--- config.mk ---
export PLATFORM = sky130hd
export DESIGN_NAME = result_bus_arbiter
export DESIGN_NICKNAME = d
export VERILOG_FILES = /design/src/rtl/result_bus_arbiter_pkg.sv /design/src/rtl/rotating_priority_picker.sv /design/src/rtl/result_bus_arbiter.sv
export SDC_FILE = /design/constraint.sdc
export NUM_CORES = 1
export LEC_CHECK = 0
export BUFFER_PORTS_ARGS = -buffer_cell sky130_fd_sc_hd__buf_4
export CORE_AREA = 2 2 120 122
export DETAILED_ROUTE_END_ITERATION = 12
export DIE_AREA = 0 0 122 124
export GPL_TIMING_DRIVEN = 0
export MAX_ROUTING_LAYER = met4
export PLACE_DENSITY = 0.63
export SLEW_MARGIN = 20
export SYNTH_ARGS = -nofsm -noshare
export SYNTH_HDL_FRONTEND = slang
export SYNTH_HIERARCHICAL = 1
export SYNTH_SLANG_ARGS = --single-unit
--- constraint.sdc ---
create_clock -name clock -period 5.6 [get_ports clock]
set_input_delay 1.4 -clock clock [delete_from_list [all_inputs] [get_ports clock]]
set_output_delay 1.4 -clock clock [all_outputs]
set_load 0.02 [all_outputs]
--- src/rtl/result_bus_arbiter_pkg.sv ---
// Shared definitions for the result bus arbiter and its neighbours.
//
// Contents:
//   TAG_WIDTH              - default width of a station tag (station index)
//   DEFAULT_STATION_COUNT  - default number of result-producing stations
//   DEFAULT_RESULT_SIZE    - default result width
//   wrap_increment()       - index + 1, wrapping to 0 at count
package result_bus_arbiter_pkg;

    localparam int unsigned TAG_WIDTH             = 3;
    localparam int unsigned DEFAULT_STATION_COUNT = 8;
    localparam int unsigned DEFAULT_RESULT_SIZE   = 32;

    // Next index in a ring of `count` entries; `index` must be below `count`.
    function automatic int unsigned wrap_increment(input int unsigned index,
                                                   input int unsigned count);
        return (index + 1 >= count) ? 0 : index + 1;
    endfunction

endpackage

--- src/rtl/rotating_priority_picker.sv ---
// Rotating priority picker: finds the first set request bit scanning from
// `start` upwards and wrapping modulo COUNT. Purely combinational.
//
// Ports:
//   request  in   COUNT       request mask
//   start    in   INDEX_SIZE  highest-priority index (must be < COUNT)
//   found    out  1           at least one request bit is set
//   index    out  INDEX_SIZE  index of the chosen request (0 when none found)
module rotating_priority_picker #(
    parameter int unsigned COUNT      = 8,
    parameter int unsigned INDEX_SIZE = 3
) (
    input  logic [COUNT-1:0]      request,
    input  logic [INDEX_SIZE-1:0] start,
    output logic                  found,
    output logic [INDEX_SIZE-1:0] index
);

    localparam int unsigned SEL_WIDTH = (COUNT > 1) ? $clog2(COUNT) : 1;

    int unsigned candidate;

    always_comb begin
        found     = 1'b0;
        index     = '0;
        candidate = 0;
        for (int unsigned offset = 0; offset < COUNT; offset++) begin
            // start + offset stays below 2*COUNT, so one subtraction wraps it.
            candidate = 32'(start) + offset;
            if (candidate >= COUNT) begin
                candidate = candidate - COUNT;
            end
            if (!found && request[candidate[SEL_WIDTH-1:0]]) begin
                found = 1'b1;
                index = INDEX_SIZE'(candidate);
            end
        end
    end

endmodule

--- src/rtl/result_bus_arbiter.sv ---
// Result bus arbiter: each cycle grants up to BUS_COUNT ready stations in
// round-robin order, pulses their release combinationally and broadcasts the
// granted results on registered result buses one cycle later.
//
// Ports:
//   clock            in   1                          sole clock, rising edge
//   reset            in   1                          synchronous, active-low
//   station_ready    in   STATION_COUNT              per-station result ready
//   station_result   in   SIZE*STATION_COUNT         flat per-station results
//   station_release  out  STATION_COUNT              combinational grant pulse
//   bus_asserted     out  BUS_COUNT                  registered bus valid
//   bus_source       out  STATION_INDEX_SIZE*BUS_COUNT  registered producer tag
//   bus_value        out  SIZE*BUS_COUNT             registered result value
module result_bus_arbiter
    import result_bus_arbiter_pkg::*;
#(
    parameter int unsigned STATION_COUNT      = DEFAULT_STATION_COUNT,
    parameter int unsigned STATION_INDEX_SIZE = TAG_WIDTH,
    parameter int unsigned SIZE               = DEFAULT_RESULT_SIZE,
    parameter int unsigned BUS_COUNT          = 1
) (
    input  logic                                 clock,
    input  logic                                 reset,
    input  logic [STATION_COUNT-1:0]             station_ready,
    input  logic [SIZE*STATION_COUNT-1:0]        station_result,
    output logic [STATION_COUNT-1:0]             station_release,
    output logic [BUS_COUNT-1:0]                 bus_asserted,
    output logic [STATION_INDEX_SIZE*BUS_COUNT-1:0] bus_source,
    output logic [SIZE*BUS_COUNT-1:0]            bus_value
);

    logic [STATION_INDEX_SIZE-1:0]                pointer_q, pointer_d;
    logic [BUS_COUNT-1:0]                         pick_found;
    logic [BUS_COUNT-1:0][STATION_INDEX_SIZE-1:0] pick_index;
    logic [BUS_COUNT-1:0][SIZE-1:0]               pick_value;
    logic [STATION_COUNT-1:0]                     granted;

    logic [BUS_COUNT-1:0]                         bus_asserted_q;
    logic [STATION_INDEX_SIZE*BUS_COUNT-1:0]      bus_source_q;
    logic [SIZE*BUS_COUNT-1:0]                    bus_value_q;

    // Bus k scans the requests left over after buses 0..k-1 took theirs, all
    // starting from the same pointer, so bus k lands on the (k+1)-th ready
    // station and no station can be picked twice.
    for (genvar k = 0; k < BUS_COUNT; k++) begin : g_bus
        logic [STATION_COUNT-1:0] request;
        logic [STATION_COUNT-1:0] grant_bit;
        logic [STATION_COUNT-1:0] masked;

        if (k == 0) begin : g_first
            assign request = station_ready;
        end else begin : g_chain
            assign request = g_bus[k-1].masked;
        end

        rotating_priority_picker #(
            .COUNT      (STATION_COUNT),
            .INDEX_SIZE (STATION_INDEX_SIZE)
        ) u_picker (
            .request (request),
            .start   (pointer_q),
            .found   (pick_found[k]),
            .index   (pick_index[k])
        );

        assign grant_bit = pick_found[k] ? (STATION_COUNT'(1) << pick_index[k]) : '0;
        assign masked    = request & ~grant_bit;
        assign pick_value[k] = station_result[32'(pick_index[k]) * SIZE +: SIZE];
    end

    // Everything ready that did not survive the last mask was granted.
    assign granted         = station_ready & ~g_bus[BUS_COUNT-1].masked;
    assign station_release = reset ? granted : '0;

    // Grants form a prefix of the buses, so the last found one is the last
    // granted station in scan order.
    always_comb begin
        pointer_d = pointer_q;
        for (int k = 0; k < BUS_COUNT; k++) begin
            if (pick_found[k]) begin
                pointer_d = STATION_INDEX_SIZE'(wrap_increment(32'(pick_index[k]),
                                                               STATION_COUNT));
            end
        end
    end

    always_ff @(posedge clock) begin
        if (!reset) begin
            pointer_q      <= '0;
            bus_asserted_q <= '0;
            bus_source_q   <= '0;
            bus_value_q    <= '0;
        end else begin
            pointer_q      <= pointer_d;
            bus_asserted_q <= pick_found;
            // Unused buses keep their stale tag/value; they are not asserted.
            for (int k = 0; k < BUS_COUNT; k++) begin
                if (pick_found[k]) begin
                    bus_source_q[k*STATION_INDEX_SIZE +: STATION_INDEX_SIZE] <= pick_index[k];
                    bus_value_q[k*SIZE +: SIZE] <= pick_value[k];
                end
            end
        end
    end

    assign bus_asserted = bus_asserted_q;
    assign bus_source   = bus_source_q;
    assign bus_value    = bus_value_q;

endmodule

==> impl_metrics.sql, run 1 <==
INSERT INTO impl_metrics (metric_group, metric, value, unit) VALUES
('logic_synthesis', 'post_synth_inst_count', '441', ''),
('cts', 'cts-root-to-sink-buffers', '2', ''),
('timing', 'grt_setup_unrepaired', 'yes', ''),
('logic_synthesis', 'synth_common_cells', 'mux2i_1, dfxtp_1, mux4_2, nand2_1, nand2b_1', ''),
('finish', 'drive_above_1_share', '58.9', '%'),
('timing', 'max_freq', '177', 'MHz'),
('detailed_routing', 'detail_route.wl_per_cell', '21.3', 'um'),
('finish', 'post_route_design_area', '7590', 'um^2'),
('detailed_routing', 'dr_iter_0_viols', '331', ''),
('detailed_routing', 'ant_nets', '0', ''),
('critical_path', 'cp_max_fo', '6', ''),
('detailed_routing', 'drc', '0', ''),
('detailed_routing', 'drt_pre_antenna_iters', '5', ''),
('cts', 'clkTransAtPathRegs', '0.07', 'ns'),
('floorplanning', 'core_area', '13700', 'um^2'),
('logic_synthesis', 'yosysWarningCount', '6', ''),
('run_status', 'outcome', 'finished with violations', ''),
('cts', 'cts_hold_buf', '0', ''),
('critical_path', 'crit_start', 'station_ready[0]', ''),
('cts', 'cts_max_level', '2', ''),
('timing', 'setup_viol', '3', ''),
('floorplanning', 'rows', '43', ''),
('timing', 'timing.clock.skew', '0.00289', 'ns'),
('floorplanning', 'initial_core_util', '31.2', '%'),
('placed_design', 'gp_routability_congestion', '0.953', ''),
('critical_path', 'setup.worst_path.end_class', 'output pin', ''),
('logic_synthesis', 'synth.cell_area', '4290', 'um^2'),
('logic_synthesis', 'number_of_flops_mapped_to_enable_cells_by_yosys', '0', ''),
('floorplanning', 'io-pin-count', '310', ''),
('floorplanning', 'die-height', '124', 'um'),
('cts', 'number_of_buffers_created_by_cts', '5', ''),
('critical_path', 'worst_r2r_endpoint', 'bus_value[30]', ''),
('timing', 'final_critical_path_setup_slack', '-0.0533', 'ns'),
('power_and_ir_drop', 'p_total', '5.65', 'mW'),
('global_route', 'grt_overflow_total', '0', ''),
('flow_run', 'timing.max_cap.violations', '0', ''),
('finish', 'fin_nets', '1054', ''),
('logic_synthesis', 'synthMostInstantiatedCell', 'mux2i_1', ''),
('critical_path', 'worst-endpoint-required', '4.20', 'ns'),
('finish', 'antennaDiodeCount', '0', ''),
('logic_synthesis', 'proportion_of_synthesized_area_in_mux_cells', '43.9', '%'),
('placed_design', 'detailed_place_hpwl', '16700', 'um'),
('critical_path', 'worst_r2r_startpoint', 'pointer_q[1]', ''),
('timing', 'maxSlewViolCount', '0', ''),
('critical_path', 'worst-endpoint-arrival', '4.25', 'ns'),
('finish', 'flow.area_growth_from_synthesis', '77.1', '%'),
('timing', 'setup_tns', '-0.121', 'ns'),
('timing', 'fin_crit_sh', '101', '%'),
('power_and_ir_drop', 'worst_ir_drop_vdd', '0.000345', 'V'),
('cts', 'tritoncts_clock_tree', 'built', ''),
('power_and_ir_drop', 'power.density', '744', 'nW/um^2'),
('logic_synthesis', 'synth_ff_type', 'dfxtp_1', ''),
('critical_path', 'critPathCapture', 'station_release[3]', ''),
('cts', 'clock_insertion_delay_worst_skew', '0.29', 'ns'),
('cts', 'cts_root_buf', 'clkbuf_16', ''),
('run_status', 'failed_checks', 'setup timing', ''),
('power_and_ir_drop', 'p_leak', '3.41', 'nW'),
('critical_path', 'startpoint_type', 'primary input', ''),
('global_route', 'grt_first_pass_wirelength', '29900', 'um'),
('logic_synthesis', 'post-synth-top-area-cell', 'mux4_2', ''),
('timing', 'timing.max_slew.rel_slack', '48.5', '%'),
('logic_synthesis', 'yosys.area_share.xor_xnor', '0.817', '%'),
('floorplanning', 'fp.dieArea', '15100', 'um^2'),
('finish', 'multi_input_combinational_cell_area', '3480', 'um^2'),
('timing', 'finalWorstPathRequiredPeriod', '5.65', 'ns'),
('timing', 'timing_worst_slew_pin_value', '0.765', 'ns'),
('global_route', 'grt_util_all_layers', '27.1', '%'),
('logic_synthesis', 'post-synth-top-area-fraction', '20.0', '%'),
('global_route', 'grt_max_degree', '15', ''),
('logic_synthesis', 'synth-compound-area-share', '12.6', '%'),
('logic_synthesis', 'synth.yosys.seq_area_share', '18.2', '%');
## worst max-delay path, stage by stage
cell and delay [ns]:
buf_8 0.10, mux4_2 0.54, mux2i_4 0.20, buf_6 0.13
nor2_2 0.03, and4b_2 0.21, or4b_4 0.52, a221oi_4 0.25
o22ai_2 0.12, buf_6 0.15, ha_4 0.18, ha_4 0.16
and3_4 0.14, buf_6 0.12
## per-stage QoR
stage	std cells	hold WS (ns)	utilization (%)	setup slack [ns]
after floorplan	441	0.535	-	0.0000586
after global placement	930	0.473	49.8	-0.909
after detailed placement	930	0.476	49.8	-0.865
after CTS	957	0.488	54.4	-0.0747
after global routing	961	0.515	55.3	-0.129
final	961	0.488	55.3	-0.0533
## layout make-up
type,instances,share of cell area [%]
Timing Repair Buffer,334,34.2
Clock inverter,3,0.939
Tap cell,180,2.97
Buffer,35,3.36
Clock buffer,5,1.65
Inverter,9,0.709
Multi-Input combinational cell,356,45.8
Sequential cell,39,10.4
## placed cells by master (no fill, tap or decap), types with 13 or more instances in the layout
| master | instances |
|---|---|
| nand2_1 | 34 |
| nand3_1 | 14 |
| buf_6 | 17 |
| o22a_1 | 22 |
| buf_4 | 318 |
| nor2_1 | 13 |
| buf_2 | 14 |
| nand2b_1 | 28 |
| a31oi_1 | 24 |
| dfxtp_1 | 37 |
| mux2i_1 | 79 |
| mux4_2 | 38 |
## how the worst min path moves through the flow
stage                             start             to  slack [ns]
final                     bus_source[2]  bus_source[2]        0.49
after global routing       bus_value[5]   bus_value[5]        0.51
after CTS                 bus_source[2]  bus_source[2]        0.49
after detailed placement  bus_source[2]  bus_source[2]        0.48
after global placement    bus_source[2]  bus_source[2]        0.47
after floorplan            pointer_q[2]   pointer_q[2]        0.53
## cells by family (layout without fill, tap and decap cells)
kind of cell	Yosys count	in the layout
multiplexers	137	137
AND/OR/NAND/NOR	131	131
AO/OA/AOI/OAI	76	76
buffers and inverters	46	386
flip-flops	39	39
adder cells (fa/ha/maj)	8	8
XOR/XNOR	4	4
## metal layers
metal	GRT usage [%]	wire length, um	vias up
met5	-	0	-
met4	11.9	834	0
met3	6.27	1490	55
met2	46.4	10200	282
met1	30.4	7900	2462
li1	-	-	2392
## flip-flops by register name (all words and copies together) (netlist names)
register,cells
bus_value,32
pointer_q,3
bus_asserted,1
bus_source,3
## power breakdown
group	switching [mW]	internal (mW)	total, mW
combinational	2.42	2.37	4.79
clock	0.136	0.259	0.395
sequential	0.0703	0.401	0.471
total	2.63	3.03	5.65
## timing repair
action / 4_1_cts / 5_1_grt
resized for setup: 65 / 21
pin swaps: 6 / 12
buffers inserted: 19 / 6
setup endpoints to repair: 8 / 8
endpoints found under the hold margin: 0 / 0
(Power assumes the default switching activity.)
==> run 2, diff against run 1 <==
- CORE_AREA: 2 2 120 122 -> 2 2 122 124
- DIE_AREA: 0 0 122 124 -> 0 0 124 126
- PLACE_DENSITY: 0.63 -> 0.67
- SYNTH_HIERARCHICAL: 1 -> unset
==> run 2 against run 1 <==
  * The run now ends clean
  * Sequential power rose by 4.9%
  * Synthesized cell count increased by 61%
  * Worst hold slack worse by 0.017 ns
  * Clock-buffer cell count unchanged
  * Register-to-register slack gained 0.32 ns
  * Synthesized area grew 16%
  * Utilization is 0.079 points higher
  * Largest cell class unchanged
  * Largest power group unchanged
==> impl_metrics.sql, run 2 <==
INSERT INTO impl_metrics (metric_group, metric, value, unit) VALUES
('detailed_routing', 'vias', '7465', ''),
('detailed_routing', 'dr_iter_0_viols', '672', ''),
('global_route', 'grt_pass1_vias', '6796', ''),
('floorplanning', 'initial_core_util', '34.7', '%'),
('timing', 'maxSlewViolCount', '0', ''),
('detailed_routing', 'drt_pre_antenna_iters', '5', ''),
('detailed_routing', 'totalWireLength', '28000', 'um'),
('logic_synthesis', 'post_synth_inst_count', '711', ''),
('timing', 'setup_viol', '0', ''),
('logic_synthesis', 'post-synth-top-area-fraction', '15.7', '%'),
('floorplanning', 'fp.dieArea', '15600', 'um^2'),
('cts', 'cts_max_level', '2', ''),
('timing', 'fin_crit_sh', '98.8', '%'),
('timing', 'timing_worst_slew_pin_value', '0.728', 'ns'),
('finish', 'largest_register_ff_count', '32', ''),
('logic_synthesis', 'yosysWarningCount', '0', ''),
('detailed_routing', 'ant_nets', '0', ''),
('power_and_ir_drop', 'power.density', '747', 'nW/um^2'),
('timing', 'timing.max_slew.rel_slack', '51.5', '%'),
('timing', 'worst_hold_slack', '0.471', 'ns'),
('finish', 'final_cells', '1227', ''),
('logic_synthesis', 'syn_nets', '985', ''),
('detailed_routing', 'detail_route.wl_per_cell', '22.8', 'um'),
('critical_path', 'setup.worst_path.end_class', 'output pin', ''),
('finish', 'fin_nets', '1316', ''),
('detailed_routing', 'vias_per_cell', '6.08', ''),
('run_status', 'outcome', 'finished clean', ''),
('global_route', 'grt_first_pass_wirelength', '40000', 'um'),
('placed_design', 'placed_cells_incl_taps', '1203', ''),
('critical_path', 'rr_worst_depth', '18', ''),
('timing', 'max_freq', '181', 'MHz'),
('critical_path', 'crit_type', 'primary input to output pin', ''),
('flow_run', 'timing.max_cap.violations', '0', ''),
('cts', 'clkTransAtPathRegs', '0.07', 'ns'),
('cts', 'cts_hold_buf', '0', ''),
('global_route', 'grt_overflow_total', '0', ''),
('power_and_ir_drop', 'p_total', '5.92', 'mW'),
('finish', 'antennaDiodeCount', '0', ''),
('power_and_ir_drop', 'worst_ir_drop_vdd', '0.000511', 'V'),
('cts', 'tritoncts_clock_tree', 'built', ''),
('finish', 'drive_above_1_share', '41.2', '%'),
('floorplanning', 'die_x', '124', 'um'),
('floorplanning', 'die-height', '126', 'um'),
('finish', 'flow.area_growth_from_synthesis', '59.6', '%'),
('floorplanning', 'core_area', '14300', 'um^2'),
('cts', 'clock_insertion_delay_worst_skew', '0.30', 'ns'),
('critical_path', 'worst-endpoint-required', '4.20', 'ns'),
('power_and_ir_drop', 'p_leak', '3.53', 'nW'),
('logic_synthesis', 'synthMostInstantiatedCell', 'nand2_1', ''),
('logic_synthesis', 'synth_ff_type', 'dfxtp_1', ''),
('floorplanning', 'rows', '44', ''),
('logic_synthesis', 'count_of_distinct_cell_types_in_the_synthesized_netlist', '59', ''),
('finish', 'layout_common_cells', 'buf_4, nand2_1, a31oi_1', ''),
('logic_synthesis', 'number_of_flops_mapped_to_enable_cells_by_yosys', '0', ''),
('timing', 'finalWorstPathRequiredPeriod', '5.53', 'ns'),
('logic_synthesis', 'post-synth-top-area-cell', 'dfxtp_1', ''),
('cts', 'cts_root_buf', 'clkbuf_16', ''),
('cts', 'number_of_buffers_created_by_cts', '5', ''),
('placed_design', 'placement.io_buffers', '308', ''),
('worst_hold_path', 'hold-path-cell-count', '2', ''),
('global_route', 'grt_max_degree', '21', ''),
('cts', 'clkSinkCount', '39', ''),
('critical_path', 'worst-endpoint-arrival', '4.13', 'ns'),
('placed_design', 'detailed_place_hpwl', '21500', 'um'),
('detailed_routing', 'drc', '0', ''),
('floorplanning', 'io-pin-count', '310', ''),
('worst_hold_path', 'min-delay-path-class', 'register to register', ''),
('logic_synthesis', 'postSynth.asyncResetShare', '0', '%'),
('logic_synthesis', 'syn_avg_cell_area', '6.99', 'um^2'),
('logic_synthesis', 'synth.ff_latch_count', '39', ''),
('logic_synthesis', 'synth.yosys.seq_area_share', '15.7', '%'),
('logic_synthesis', 'synth.cell_area', '4970', 'um^2'),
('timing', 'timing.clock.skew', '0.0100', 'ns'),
('placed_design', 'gp_routability_congestion', '1.00', ''),
('timing', 'hold_viol', '0', ''),
('critical_path', 'cp_max_fo', '9', ''),
('global_route', 'antenna_found_initial', '0', ''),
('timing', 'grt_setup_unrepaired', 'no', ''),
('finish', 'layout_commonest_cell', 'buf_4', ''),
('critical_path', 'startpoint_type', 'primary input', ''),
('logic_synthesis', 'ys_top_cells_by_area', 'dfxtp_1, a31oi_1, o21ai_0, nand2_1, a22o_1', ''),
('cts', 'cts-root-to-sink-buffers', '2', ''),
('global_route', 'grt_util_all_layers', '34.5', '%'),
('logic_synthesis', 'synth_common_cells', 'nand2_1, a31oi_1, o21ai_0, clkbuf_1, dfxtp_1', '');
## run 2: layout make-up
class / instances / area [um^2]
Sequential cell: 39 / 788
Tap cell: 184 / 230
Clock inverter: 3 / 43.8
Fill cell: 1462 / 6380
Timing Repair Buffer: 329 / 2470
Clock buffer: 5 / 125
Multi-Input combinational cell: 587 / 3870
Inverter: 9 / 53.8
Buffer: 70 / 347
Timing Repair inverter: 1 / 8.76
## run 2: where the power goes
group	total, mW	internal [mW]	leakage, nW	switching [mW]
Clock	0.348	0.211	0.0838	0.138
Combinational	5.08	2.00	3.12	3.08
Sequential	0.494	0.419	0.326	0.0747
## run 2: final timing paths
kind	startpoint	to	slack [ns]
setup / recovery	station_ready[7]	station_release[7]	0.07
hold / removal	bus_source[0]	bus_source[0]	0.47
setup reg to reg	pointer_q[1]	bus_value[24]	1.19
hold reg to reg	bus_source[0]	bus_source[0]	0.47
## run 2: what timing repair did
item,in CTS,in global routing
pin swaps,4,10
gates cloned,0,1
resized for setup,22,15
endpoints found under the setup margin,8,8
setup buffers,7,14
## run 2: logic make-up after synthesis
group / synth area share (%)
compound gates: 43.2
buf+inv: 7.38
xor+xnor: 0.906
simple gates: 21.6
flops: 15.7
mux: 9.16
fa+ha+maj: 2.01
## run 2: worst max-delay path, cell delays in order
cell	delay [ns]
buf_4	0.14
mux4_2	0.58
buf_4	0.18
mux2i_1	0.28
o22ai_1	0.12
a41o_1	0.24
o221a_4	0.26
nor2_8	0.17
clkinv_8	0.06
ha_2	0.18
ha_1	0.18
and3_1	0.16
buf_4	0.15
## run 2: stage by stage
| stage | TNS (ns) | utilization [%] | setup WS (ns) | area [um^2] |
|---|---|---|---|---|
| global route | 0 | 55.4 | 0.00187 | 7930 |
| detailed placement | -4.91 | 52.5 | -0.868 | 7510 |
| CTS | 0 | 54.3 | 0.0211 | 7770 |
| finish | 0 | 55.4 | 0.0697 | 7930 |
| floorplan | 0 | - | 0.0226 | 4970 |
| global placement | -4.61 | 52.5 | -0.810 | 7510 |
## run 2: layer usage
metal,track usage [%],share of wire [%],vias to the layer above
met5,-,0,-
met4,9.05,3.2,0
met3,6.79,11,74
met2,56.3,48,514
met1,43.5,38,3496
li1,-,-,3381
